===== config.mk =====
export PLATFORM = sky130hd
export DESIGN_NAME = adder_arb_flat
export DESIGN_NICKNAME = d
export VERILOG_FILES = /design/src/rtl/adder_arb_pkg.sv /design/src/rtl/adder_arb_if.sv /design/src/rtl/adder_arb_pick.sv /design/src/rtl/adder_arb.sv /design/src/flat_wrapper.sv
export SDC_FILE = /design/constraint.sdc
export NUM_CORES = 1
export LEC_CHECK = 0
export CORE_ASPECT_RATIO = 2
export CORE_MARGIN = 5
export CORE_UTILIZATION = 25
export DETAILED_ROUTE_END_ITERATION = 10
export PLACE_DENSITY = 0.48
export SETUP_SLACK_MARGIN = 0.15
export SYNTH_ARGS = -nofsm -noshare
export SYNTH_HDL_FRONTEND = slang
export SYNTH_SLANG_ARGS = --single-unit
export TNS_END_PERCENT = 20

===== constraint.sdc =====
create_clock -name clk -period 2.85 [get_ports clk]
set_clock_uncertainty 0.15 [all_clocks]
set_input_delay 0.57 -clock clk [delete_from_list [all_inputs] [get_ports clk]]
set_output_delay 0.57 -clock clk [all_outputs]
set_load 0.005 [all_outputs]

===== src/rtl/adder_arb_pkg.sv =====
// Shared types and constants for the two-requester shared signed adder.
// Optional round-robin arbitration is enabled with `define ADDER_ARB_RR_EN.
package adder_arb_pkg;

    typedef enum logic {
        EMPTY = 1'b0,
        FULL  = 1'b1
    } state_t;

    localparam int OP_W  = 4;
    localparam int RES_W = 5;

    // Sign-extend both operands one bit and add; the carry out of RES_W is dropped.
    function automatic logic [RES_W-1:0] sext_add(input logic [OP_W-1:0] a,
                                                  input logic [OP_W-1:0] b);
        return {a[OP_W-1], a} + {b[OP_W-1], b};
    endfunction

endpackage


===== src/rtl/adder_arb_if.sv =====
// Request/response bundle between the requesters/consumer and adder_arb.
// Used identically whether or not ADDER_ARB_RR_EN is defined.
interface adder_arb_if #(parameter int CNT_W = 8);
    import adder_arb_pkg::*;

    logic             req0_valid;
    logic             req0_ready;
    logic [OP_W-1:0]  req0_a;
    logic [OP_W-1:0]  req0_b;
    logic             req1_valid;
    logic             req1_ready;
    logic [OP_W-1:0]  req1_a;
    logic [OP_W-1:0]  req1_b;
    logic             rsp_valid;
    logic             rsp_ready;
    logic             rsp_id;
    logic [RES_W-1:0] rsp_sum;
    logic             rsp_ovf;
    logic [CNT_W-1:0] cnt0;
    logic [CNT_W-1:0] cnt1;

    modport master (
        output req0_valid, req0_a, req0_b, req1_valid, req1_a, req1_b, rsp_ready,
        input  req0_ready, req1_ready, rsp_valid, rsp_id, rsp_sum, rsp_ovf, cnt0, cnt1
    );

    modport slave (
        input  req0_valid, req0_a, req0_b, req1_valid, req1_a, req1_b, rsp_ready,
        output req0_ready, req1_ready, rsp_valid, rsp_id, rsp_sum, rsp_ovf, cnt0, cnt1
    );

endinterface


===== src/rtl/adder_arb_pick.sv =====
// Grant selection for the two requesters.
// ADDER_ARB_RR_EN defined: round-robin on contention; otherwise requester 0 wins.
module adder_arb_pick (
    input  logic valid0,
    input  logic valid1,
`ifdef ADDER_ARB_RR_EN
    input  logic ptr,
`endif
    input  logic slot_free,
    output logic grant0,
    output logic grant1
);

`ifdef ADDER_ARB_RR_EN
    // ptr holds the last granted requester; on contention the other one wins.
    assign grant0 = slot_free & valid0 & (~valid1 | ptr);
    assign grant1 = slot_free & valid1 & (~valid0 | ~ptr);
`else
    assign grant0 = slot_free & valid0;
    assign grant1 = slot_free & valid1 & ~valid0;
`endif

endmodule


===== src/rtl/adder_arb.sv =====
// Two requesters share one signed 4-bit adder feeding a single registered response slot.
// ADDER_ARB_RR_EN selects round-robin arbitration (default: fixed priority to requester 0).
module adder_arb
    import adder_arb_pkg::*;
#(
    parameter int CNT_W = 8
) (
    input  logic        clk,
    input  logic        rst_n,
    adder_arb_if.slave  bus
);

    localparam logic [CNT_W-1:0] CNT_MAX = '1;

    state_t           state, state_nx;
    logic             slot_free;
    logic             grant0, grant1;
    logic             accept, drain;
    logic [OP_W-1:0]  op_a, op_b;
    logic [RES_W-1:0] sum_nx;
    logic             rsp_id;
    logic [RES_W-1:0] rsp_sum;
    logic [CNT_W-1:0] cnt0, cnt1;

    // Gating with rst_n keeps both readies low while reset is asserted.
    assign slot_free = rst_n & ((state == EMPTY) | bus.rsp_ready);
    assign drain     = (state == FULL) & bus.rsp_ready;
    assign accept    = grant0 | grant1;

`ifdef ADDER_ARB_RR_EN
    logic last_grant;

    always_ff @(posedge clk) begin
        if (!rst_n)      last_grant <= 1'b1;
        else if (accept) last_grant <= grant1;
    end
`endif

    adder_arb_pick u_pick (
        .valid0    (bus.req0_valid),
        .valid1    (bus.req1_valid),
`ifdef ADDER_ARB_RR_EN
        .ptr       (last_grant),
`endif
        .slot_free (slot_free),
        .grant0    (grant0),
        .grant1    (grant1)
    );

    assign op_a   = grant1 ? bus.req1_a : bus.req0_a;
    assign op_b   = grant1 ? bus.req1_b : bus.req0_b;
    assign sum_nx = sext_add(op_a, op_b);

    always_ff @(posedge clk) begin
        if (!rst_n) state <= EMPTY;
        else        state <= state_nx;
    end

    always_comb begin
        state_nx = state;
        case (state)
            EMPTY: if (accept)          state_nx = FULL;
            FULL:  if (drain & ~accept) state_nx = EMPTY;
            default:                    state_nx = EMPTY;
        endcase
    end

    always_ff @(posedge clk) begin
        if (!rst_n) begin
            rsp_id  <= 1'b0;
            rsp_sum <= '0;
        end else if (accept) begin
            rsp_id  <= grant1;
            rsp_sum <= sum_nx;
        end
    end

    always_ff @(posedge clk) begin
        if (!rst_n) begin
            cnt0 <= '0;
            cnt1 <= '0;
        end else if (drain) begin
            if (!rsp_id && cnt0 != CNT_MAX) cnt0 <= cnt0 + 1'b1;
            if ( rsp_id && cnt1 != CNT_MAX) cnt1 <= cnt1 + 1'b1;
        end
    end

    assign bus.req0_ready = grant0;
    assign bus.req1_ready = grant1;
    assign bus.rsp_valid  = (state == FULL);
    assign bus.rsp_id     = rsp_id;
    assign bus.rsp_sum    = rsp_sum;
    assign bus.rsp_ovf    = rsp_sum[RES_W-1] ^ rsp_sum[RES_W-2];
    assign bus.cnt0       = cnt0;
    assign bus.cnt1       = cnt1;

endmodule


===== src/flat_wrapper.sv =====
// flat-port wrapper written by rule: the top's interface ports become plain ports
module adder_arb_flat import adder_arb_pkg::*;
#(
    parameter int CNT_W = 8
)
  (clk, rst_n, bus_req0_valid, bus_req0_a, bus_req0_b, bus_req1_valid, bus_req1_a, bus_req1_b, bus_rsp_ready, bus_req0_ready, bus_req1_ready, bus_rsp_valid, bus_rsp_id, bus_rsp_sum, bus_rsp_ovf, bus_cnt0, bus_cnt1);
  adder_arb_if #(.CNT_W(CNT_W)) bus_i ();
  input  logic clk;
  input  logic rst_n;
  input wire logic [$bits(bus_i.req0_valid)-1:0] bus_req0_valid;
  input wire logic [$bits(bus_i.req0_a)-1:0] bus_req0_a;
  input wire logic [$bits(bus_i.req0_b)-1:0] bus_req0_b;
  input wire logic [$bits(bus_i.req1_valid)-1:0] bus_req1_valid;
  input wire logic [$bits(bus_i.req1_a)-1:0] bus_req1_a;
  input wire logic [$bits(bus_i.req1_b)-1:0] bus_req1_b;
  input wire logic [$bits(bus_i.rsp_ready)-1:0] bus_rsp_ready;
  output wire logic [$bits(bus_i.req0_ready)-1:0] bus_req0_ready;
  output wire logic [$bits(bus_i.req1_ready)-1:0] bus_req1_ready;
  output wire logic [$bits(bus_i.rsp_valid)-1:0] bus_rsp_valid;
  output wire logic [$bits(bus_i.rsp_id)-1:0] bus_rsp_id;
  output wire logic [$bits(bus_i.rsp_sum)-1:0] bus_rsp_sum;
  output wire logic [$bits(bus_i.rsp_ovf)-1:0] bus_rsp_ovf;
  output wire logic [$bits(bus_i.cnt0)-1:0] bus_cnt0;
  output wire logic [$bits(bus_i.cnt1)-1:0] bus_cnt1;
  assign bus_i.req0_valid = bus_req0_valid;
  assign bus_i.req0_a = bus_req0_a;
  assign bus_i.req0_b = bus_req0_b;
  assign bus_i.req1_valid = bus_req1_valid;
  assign bus_i.req1_a = bus_req1_a;
  assign bus_i.req1_b = bus_req1_b;
  assign bus_i.rsp_ready = bus_rsp_ready;
  assign bus_req0_ready = bus_i.req0_ready;
  assign bus_req1_ready = bus_i.req1_ready;
  assign bus_rsp_valid = bus_i.rsp_valid;
  assign bus_rsp_id = bus_i.rsp_id;
  assign bus_rsp_sum = bus_i.rsp_sum;
  assign bus_rsp_ovf = bus_i.rsp_ovf;
  assign bus_cnt0 = bus_i.cnt0;
  assign bus_cnt1 = bus_i.cnt1;
  adder_arb #(.CNT_W(CNT_W)) u_core (.clk(clk), .rst_n(rst_n), .bus(bus_i));
endmodule

======== Word level (Yosys, flattened, before mapping) ========
Cells that the tools add are included.
operators by class
  eq/ne operators ......................... 2
  muxes and demuxes ....................... 5
  divide/modulo/power cells ............... 0
  add/sub/neg operators ................... 3
  $lt $le $gt $ge ......................... 0
  $mul .................................... 0
  bitwise gates (word level) .............. 12
  reductions and logical operators ........ 5
  shifts and indexed selects .............. 0
operator list
  cell                                                           number
  8-bit by 1-bit adder with 8-bit output, second input constant  2
  8-bit inequality test, second input constant                   2
  4-bit two-way mux                                              2
  1-bit AND                                                      6
  4-bit by 4-bit adder with 5-bit output                         1
  2-bit AND reduction                                            2
  1-bit inverter                                                 3
  1-bit logical AND                                              2
  1-bit two-way mux                                              2
  1-bit OR                                                       2
  1-bit case mux with 2 select lines                             1
  1-bit logical NOT                                              1
  1-bit XOR                                                      1
word-level totals
  memories kept ........................... 0
  RAM bits ................................ 0
  word-level logic and storage cells ...... 32
  output and inout bits ................... 26
  latch bits .............................. 0
  ROM bits ................................ 0
  register bits ........................... 23

======== Longest topological paths before layout ========
Gate-level depths: netlist of the first run.
  depth in word-level cells ............... 10
  depth in mapped cells ................... 11

======== By module ========
A second synthesis of the first run with hierarchy kept.
unflattened totals
  cell total of the unflattened synthesis .. 143
  area total of the unflattened synthesis .. 1,283.7 um^2
modules (own cells, without submodules)
  module          cells each  sequential area each (um^2)  area each (um^2)  times used
  adder_arb       141         460.4                        1,267.5           1
  adder_arb_pick  2           0.0                          16.3              1

======== Worst setup path after synthesis of the first run ========
No wires, ideal clock.
  path kind ............................... input -> register
  start point ............................. input bus_rsp_ready
  end point ............................... register u_core.rsp_sum[4] (netlist: u_core.bus.rsp_sum[4])
  slack ................................... 0.399 ns
  setup time .............................. 0.122 ns
  arrival time ............................ 2.179 ns
  stages .................................. 11
  cell sequence ........................... nand2b_1 > buf_6 > nand4b_4 > mux2_2 > ha_1 > inv_1 > fa_1 > nor2b_1 > nor3_1 > mux2i_1 > a21oi_1
between the ends
  word-level cells in the longest chain between the ends .. 6
  elaborated cells between the ends (all ways) .. 9
RTL lines
  element                                      line                              RTL
  start, declared                              flat_wrapper.sv:16                input wire logic [$bits(bus_i.rsp_ready)-1:0] bus_rsp_ready;
  1-bit OR (*)                                 adder_arb.sv:26                   assign slot_free = rst_n & ((state == EMPTY) | bus.rsp_ready);
  1-bit AND (*)                                adder_arb.sv:26
  1-bit AND (2 in a row)                       adder_arb_pick.sv:20              assign grant1 = slot_free & valid1 & ~valid0;
  4-bit two-way mux, on equally long branches  adder_arb.sv:50, adder_arb.sv:51
  4-bit by 4-bit adder with 5-bit output       adder_arb_pkg.sv:16               return {a[OP_W-1], a} + {b[OP_W-1], b};
  end signal, assigned                         adder_arb.sv:74                   rsp_sum <= sum_nx;
  end, declared                                adder_arb.sv:22                   logic [RES_W-1:0] rsp_sum;
Every way passes the cells marked *; elsewhere a longest branch is shown, timed or not.
A chain may end at the register's enable or synchronous reset.

======== Worst setup path after layout of the first run ========
  start point ............................. input bus_rsp_ready
  end point ............................... register u_core.rsp_sum[3] (netlist: u_core.bus.rsp_sum[3])
The elaborated chain is that of the path after synthesis.

==> results of run 1 <==
[worst max-delay path: cells and delay by family]
| family | cells | cell delay (ns) |
|---|---|---|
| AO/OA/AOI/OAI | 3 | 0.42 |
| AND/OR/NAND/NOR | 2 | 0.27 |
| XOR/XNOR | 1 | 0.15 |
| buffers and inverters | 2 | 0.65 |
| adder cells (fa/ha/maj) | 1 | 0.30 |
| multiplexers | 1 | 0.28 |
[cell families after synthesis]
logic type,Yosys count,share of synthesized area (%)
and+or+nand+nor,57,24.18
AOI/OAI and AO/OA,36,17.34
DFF,23,34.49
buffers and inverters,12,4.592
muxes,11,8.998
adders and majority gates,7,7.123
xor gates and xnor gates,5,3.280
[registers in the layout, summed over array words and instances (netlist names)]
name and flops:
u_core.bus.cnt0 8, u_core.bus.cnt1 8, u_core.bus.rsp_sum 5, u_core.bus.rsp_id 1, u_core.bus.rsp_valid 1
[per-stage QoR]
| step | TNS (ns) | hold slack [ns] | std cells | setup slack (ns) | total power [uW] |
|---|---|---|---|---|---|
| 2_1_floorplan | 0 | 0.2982 | 151 | 0.3992 | 418.5 |
| 3_3_place_gp | -0.1276 | 0.3023 | 258 | -0.09559 | 500.9 |
| 3_5_place_dp | -0.2748 | 0.2967 | 258 | -0.1480 | 501.6 |
| 4_1_cts | 0 | 0.3147 | 265 | 0.1320 | 713.5 |
| 5_1_grt | 0 | 0.3471 | 265 | 0.06685 | 744.3 |
| 6_report | 0 | 0.3114 | 265 | 0.2108 | 707.1 |
[Yosys cell counts (3+ instances only)]
cell type / instances / area (um^2)
ha_1: 6 / 75.07
dfxtp_1: 23 / 460.4
nand2_1: 15 / 56.30
o21ai_0: 10 / 50.05
inv_1: 7 / 26.28
nor2_1: 9 / 33.78
nand4_1: 5 / 31.28
a31oi_1: 3 / 18.77
nor3_1: 4 / 20.02
and3_1: 3 / 18.77
nand3_1: 9 / 45.04
mux2_2: 8 / 90.09
mux2i_1: 3 / 30.03
a21oi_1: 9 / 45.04
xor2_1: 4 / 35.03
a211oi_1: 5 / 37.54
[per-layer routing]
layer  track usage, %  part of all wire, %  wire length [um]  vias to the layer above
met5                0                    0                 0                        -
li1                 -                    -                 -                      664
met4            5.099                  2.1                74                        0
met1            11.20                   36              1299                      626
met3            2.626                  5.9               212                        4
met2            19.94                   56              2016                       34
[path summary, 6_finish.rpt]
check                           to  cells after the start  slack (ns)             startpoint
max          u_core.bus.rsp_sum[3]                     10        0.21          bus_rsp_ready
max reg2reg  u_core.bus.rsp_sum[3]                      9        0.57   u_core.bus.rsp_valid
min reg2reg  u_core.bus.rsp_sum[0]                      2        0.31  u_core.bus.rsp_sum[0]
min          u_core.bus.rsp_sum[0]                      2        0.31  u_core.bus.rsp_sum[0]
[where the power goes]
| group | internal [uW] | total (uW) | switching [uW] |
|---|---|---|---|
| logic | 98.2 | 157 | 59.2 |
| registers | 332 | 344 | 11.5 |
| clock network | 97.6 | 206 | 108 |
[layout make-up]
type	count	area (um^2)
fillers	557	3192
multi-input cells	116	839.6
repair buffers	57	548.0
flip-flops and latches	23	460.4
well taps	58	72.57
clock buffers	3	41.29
inverters	7	26.28
clock inverters	1	5.005
[timing repair]
| action | in CTS | in global routing |
|---|---|---|
| buffers inserted | 3 | 0 |
| setup endpoints to repair | 3 | 4 |
| gates resized for setup | 3 | 4 |
| pin swaps | 0 | 1 |
==> results.cfg, run 1 <==
[hold_path]
hold_path.class = flip-flop to flip-flop

[yosys]
synth_area_mm2 = 0.001335
synth-edff-count = 0
synthArstFlopShare_pct = 0
avgSynthCellArea_um2 = 8.841
synth_nets = 179
synth_cell_types = 39
ys_seq_elements = 23
seq_area_frac_synth_pct = 34.49
netlist_instances = 151
yosysWarnings = 0
ys.flop_type = dfxtp_1

[route]
dr.pass1.iters = 4
ant_nets = 0
post_drt_via_cell_ratio = 5.011
vias = 1328
wire_per_inst_um = 13.60
drt-total-wl_um = 3604
drt-initial-drc-count = 20
drc = 0

[sta]
min_period_ns = 2.639
hold_viol_final = 0
finalSetupViolCount = 0
clock.fmax_mhz = 378.9
slew_headroom_pct = 68.38
fin_crit_sh_pct = 92.60
drv_slew = 0
worstMarginPinSlew_ns = 0.4722
rsz0062_at_grt = yes

[finish]
layout-drive-gt1-share_pct = 15.94
nNetsFinal = 236
final_common_cell = clkdlybuf4s50_1
utilization_pct = 38.44
area_delta_synth_final_pct = 49.30
mostFrequentLayoutCells = 44 x clkdlybuf4s50_1, 23 x dfxtp_1, 15 x nand2_1
stdcell_area_mm2 = 0.001993
n_antenna_cell = 0

[clocking]
cts.hold.buffers_added = 0
numCtsBuffers = 3
clk_pin_slew_ns = 0.08
cts_tree = built
clock-sinks = 23
cts_buffer_depth = 2
cts_root_buf = clkbuf_8
clk_latency_ns = 0.26
cts_max_level = 1

[power_and_ir_drop]
power.density_mw_per_mm2 = 354.8
worst_ir_drop_vdd_mv = 0.1976
p_leak_uw = 0.0007805

[global_route]
grt_max_degree = 18
antenna_found_initial = 0
grt_usage_pct = 11.06
grt_pass1_wl_um = 5940
grt_pass1_vias = 1321
grt-ovfl-total = 0

[setup_path]
path_class = primary input to flip-flop
critPathCaptureType = flip-flop
cp.required_ns = 2.84
critPathLaunchType = primary input
critPathArrivalTime_ns = 2.63
path_cells = clkdlybuf4s50_1 > nand2b_4 > nand4b_4 > buf_4 > mux2_2 > ha_1 > a21o_1 > a21oi_2 > xor2_1 > o21ai_0
cp_max_fo = 5
cp_slowest_stage_delay_ns = 0.48
critPathSlowestCell = clkdlybuf4s50_1

[run_status]
status = finished clean

[floorplanning]
io_pins = 47
core_mm2 = 0.005185
die_w_um = 61.67
die_area_mm2 = 0.006990
start_util_pct = 25.75
rows = 37
fp.dieH_um = 113.3

[place]
dp_hpwl_um = 2876
place_area_mm2 = 0.001893
portBuffers = 46
gp_routability_congestion = 0.7622

[job]
maxCapViolCount = 0
Power figures use the tool's default switching activity.
==> run 2, diff against run 1 <==
CORE_UTILIZATION = 44   (was 25)
PLACE_DENSITY = 0.76   (was 0.48)
==> run 2 against run 1 <==
  * Setup slack worse by 0.093 ns
  * Sequential cell count did not move
  * Global-route usage grew 5.7 points
  * First-iteration DRC count is 15% higher
  * Non-clock buffer count is 1 lower
  * Critical path depth fell by 5
  * Final area down 1.3%
  * Clock power about the same
  * Critical endpoint is now bus_req0_ready
  * Largest cell class unchanged
  * Largest power group unchanged
  * Highest routed layer unchanged
==> results.cfg, run 2 (synthesis results as in run 1) <==
[clocking]
numCtsBuffers = 3
clk_latency_ns = 0.27
cts_tree = built
cts.hold.buffers_added = 0
clock-sinks = 23
cts_root_buf = clkbuf_8
cts_buffer_depth = 2
cts_max_level = 1
clk_pin_slew_ns = 0.08

[setup_path]
cp_slowest_stage_delay_ns = 0.50
critPathLaunchType = primary input
critPathTopFamily = buffers and inverters
cp.required_ns = 2.13
critPathArrivalTime_ns = 2.01
path_cells = clkdlybuf4s50_1 > nand2b_4 > buf_4 > and3_1 > clkdlybuf4s50_1
cp_max_fo = 5
worst-path-buf-inv = 3
critPathCaptureType = output port
path_class = primary input to output port
critPathSlowestCell = clkdlybuf4s50_1
crit_path_frequent_cell = clkdlybuf4s50_1

[power_and_ir_drop]
combPwrFrac_pct = 22.9
power.density_mw_per_mm2 = 361.7
p_sw_share_pct = 25.47
p_clk_share_pct = 28.8
worst_ir_drop_vdd_mv = 0.2915
p_leak_uw = 0.0007793
switchingPower_uw = 181.2
seqPwrFrac_pct = 48.4
p_int_uw = 530.2

[route]
wire_per_inst_um = 15.21
dr.pass1.iters = 4
drc = 0
post_drt_via_cell_ratio = 5.725
ant_nets = 0
vias = 1351
drt-initial-drc-count = 23
drt-total-wl_um = 3590

[floorplanning]
start_util_pct = 45.37
io_pins = 47
die_w_um = 48.95
fp.dieH_um = 87.90
rows = 28
core_mm2 = 0.002943
die_area_mm2 = 0.004303

[place]
dp.cells = 229
portBuffers = 46
dp_hpwl_um = 2804
gp_routability_congestion = 0.7944

[hold_path]
hold_path.class = flip-flop to flip-flop

[finish]
n_antenna_cell = 0
area_delta_synth_final_pct = 47.33
num-fill-cells = 250
utilization_pct = 66.84
layout-drive-gt1-share_pct = 15.53
final_common_cell = clkdlybuf4s50_1
reg.largest.list = u_core.bus.cnt0 x8, u_core.bus.cnt1 x8, u_core.bus.rsp_sum x5
nNetsFinal = 235
stdcell_count = 236
mostFrequentLayoutCells = 45 x clkdlybuf4s50_1, 23 x dfxtp_1, 15 x nand2_1

[global_route]
grt-ovfl-total = 0
antenna_found_initial = 0
grt_max_degree = 18
grt_usage_pct = 16.78
grt_pass1_vias = 1421
grt_pass1_wl_um = 5823

[run_status]
status = finished clean

[sta]
min_period_ns = 2.732
rsz0062_at_grt = yes
worstMarginPinSlew_ns = 0.4742
fin_crit_sh_pct = 95.85
finalSetupViolCount = 0
drv_slew = 0
hold_viol_final = 0
slew_headroom_pct = 68.24
whs_ns = 0.3218
clock.fmax_mhz = 366.1

[job]
maxCapViolCount = 0
-- run 2: cell count changes in the layout (fill, tap and decap cells not counted), sizes merged --
cell and delta:
dlygate4sd2 -1, clkdlybuf4s50 +1, buf -1
-- run 2: what timing repair did --
item | CTS | global route
resized for setup | 4 | 3
buffers inserted | 3 | 0
setup endpoints to repair | 3 | 6
pin swaps | 0 | 2
-- run 2: area by class of cell --
type	instances	area (um^2)	share of cell area (%)
repair buffers	56	558.0	28.37
flip-flops and latches	23	460.4	23.41
clock inverters	1	5.005	0.2545
clock buffers	3	41.29	2.099
well taps	30	37.54	1.908
multi-input cells	116	838.3	42.62
inverters	7	26.28	1.336
-- run 2: worst paths after layout --
kind                                       startpoint               endpoint  slack, ns  depth (start not counted)
worst min-delay path            u_core.bus.rsp_sum[0]  u_core.bus.rsp_sum[0]       0.32                          2
worst max register to register   u_core.bus.rsp_valid  u_core.bus.rsp_sum[3]       0.52                          9
worst min register to register  u_core.bus.rsp_sum[0]  u_core.bus.rsp_sum[0]       0.32                          2
worst max-delay path                    bus_rsp_ready         bus_req0_ready       0.12                          5
-- run 2: layer usage --
metal	GRT usage [%]	vias to the layer above	share of wire, %
met5	0	-	0
met4	6.863	0	1.9
met3	3.578	7	5.9
met2	35.71	44	56
met1	13.94	633	36
li1	-	667	-
-- run 2: stage by stage --
stage	total power (uW)	instance area (um^2)	TNS (ns)	setup WS (ns)
after floorplan	418.5	1335	0	0.3992
after global placement	496.4	1851	-0.2700	-0.1241
after detailed placement	501.8	1851	-0.4034	-0.1648
after CTS	713.8	1949	0	0.1195
after global routing	743.4	1967	0	0.01842
final	711.4	1967	0	0.1182
-- run 2: power by group through the flow --
| stage | sequential (uW) | combinational [uW] | clock [uW] |
|---|---|---|---|
| 6_report | 344 | 163 | 205 |
| 5_1_grt | 345 | 177 | 221 |
| 4_1_cts | 344 | 159 | 211 |
| 3_5_place_dp | 350 | 151 | 0 |
| 3_3_place_gp | 350 | 146 | 0 |
| 2_1_floorplan | 350 | 68.7 | 0 |
-- run 2: worst min-delay path, stage by stage, from the launching register on --
cell and delay (ns):
dfxtp_1 0.32, nand2_1 0.05, a21oi_1 0.05
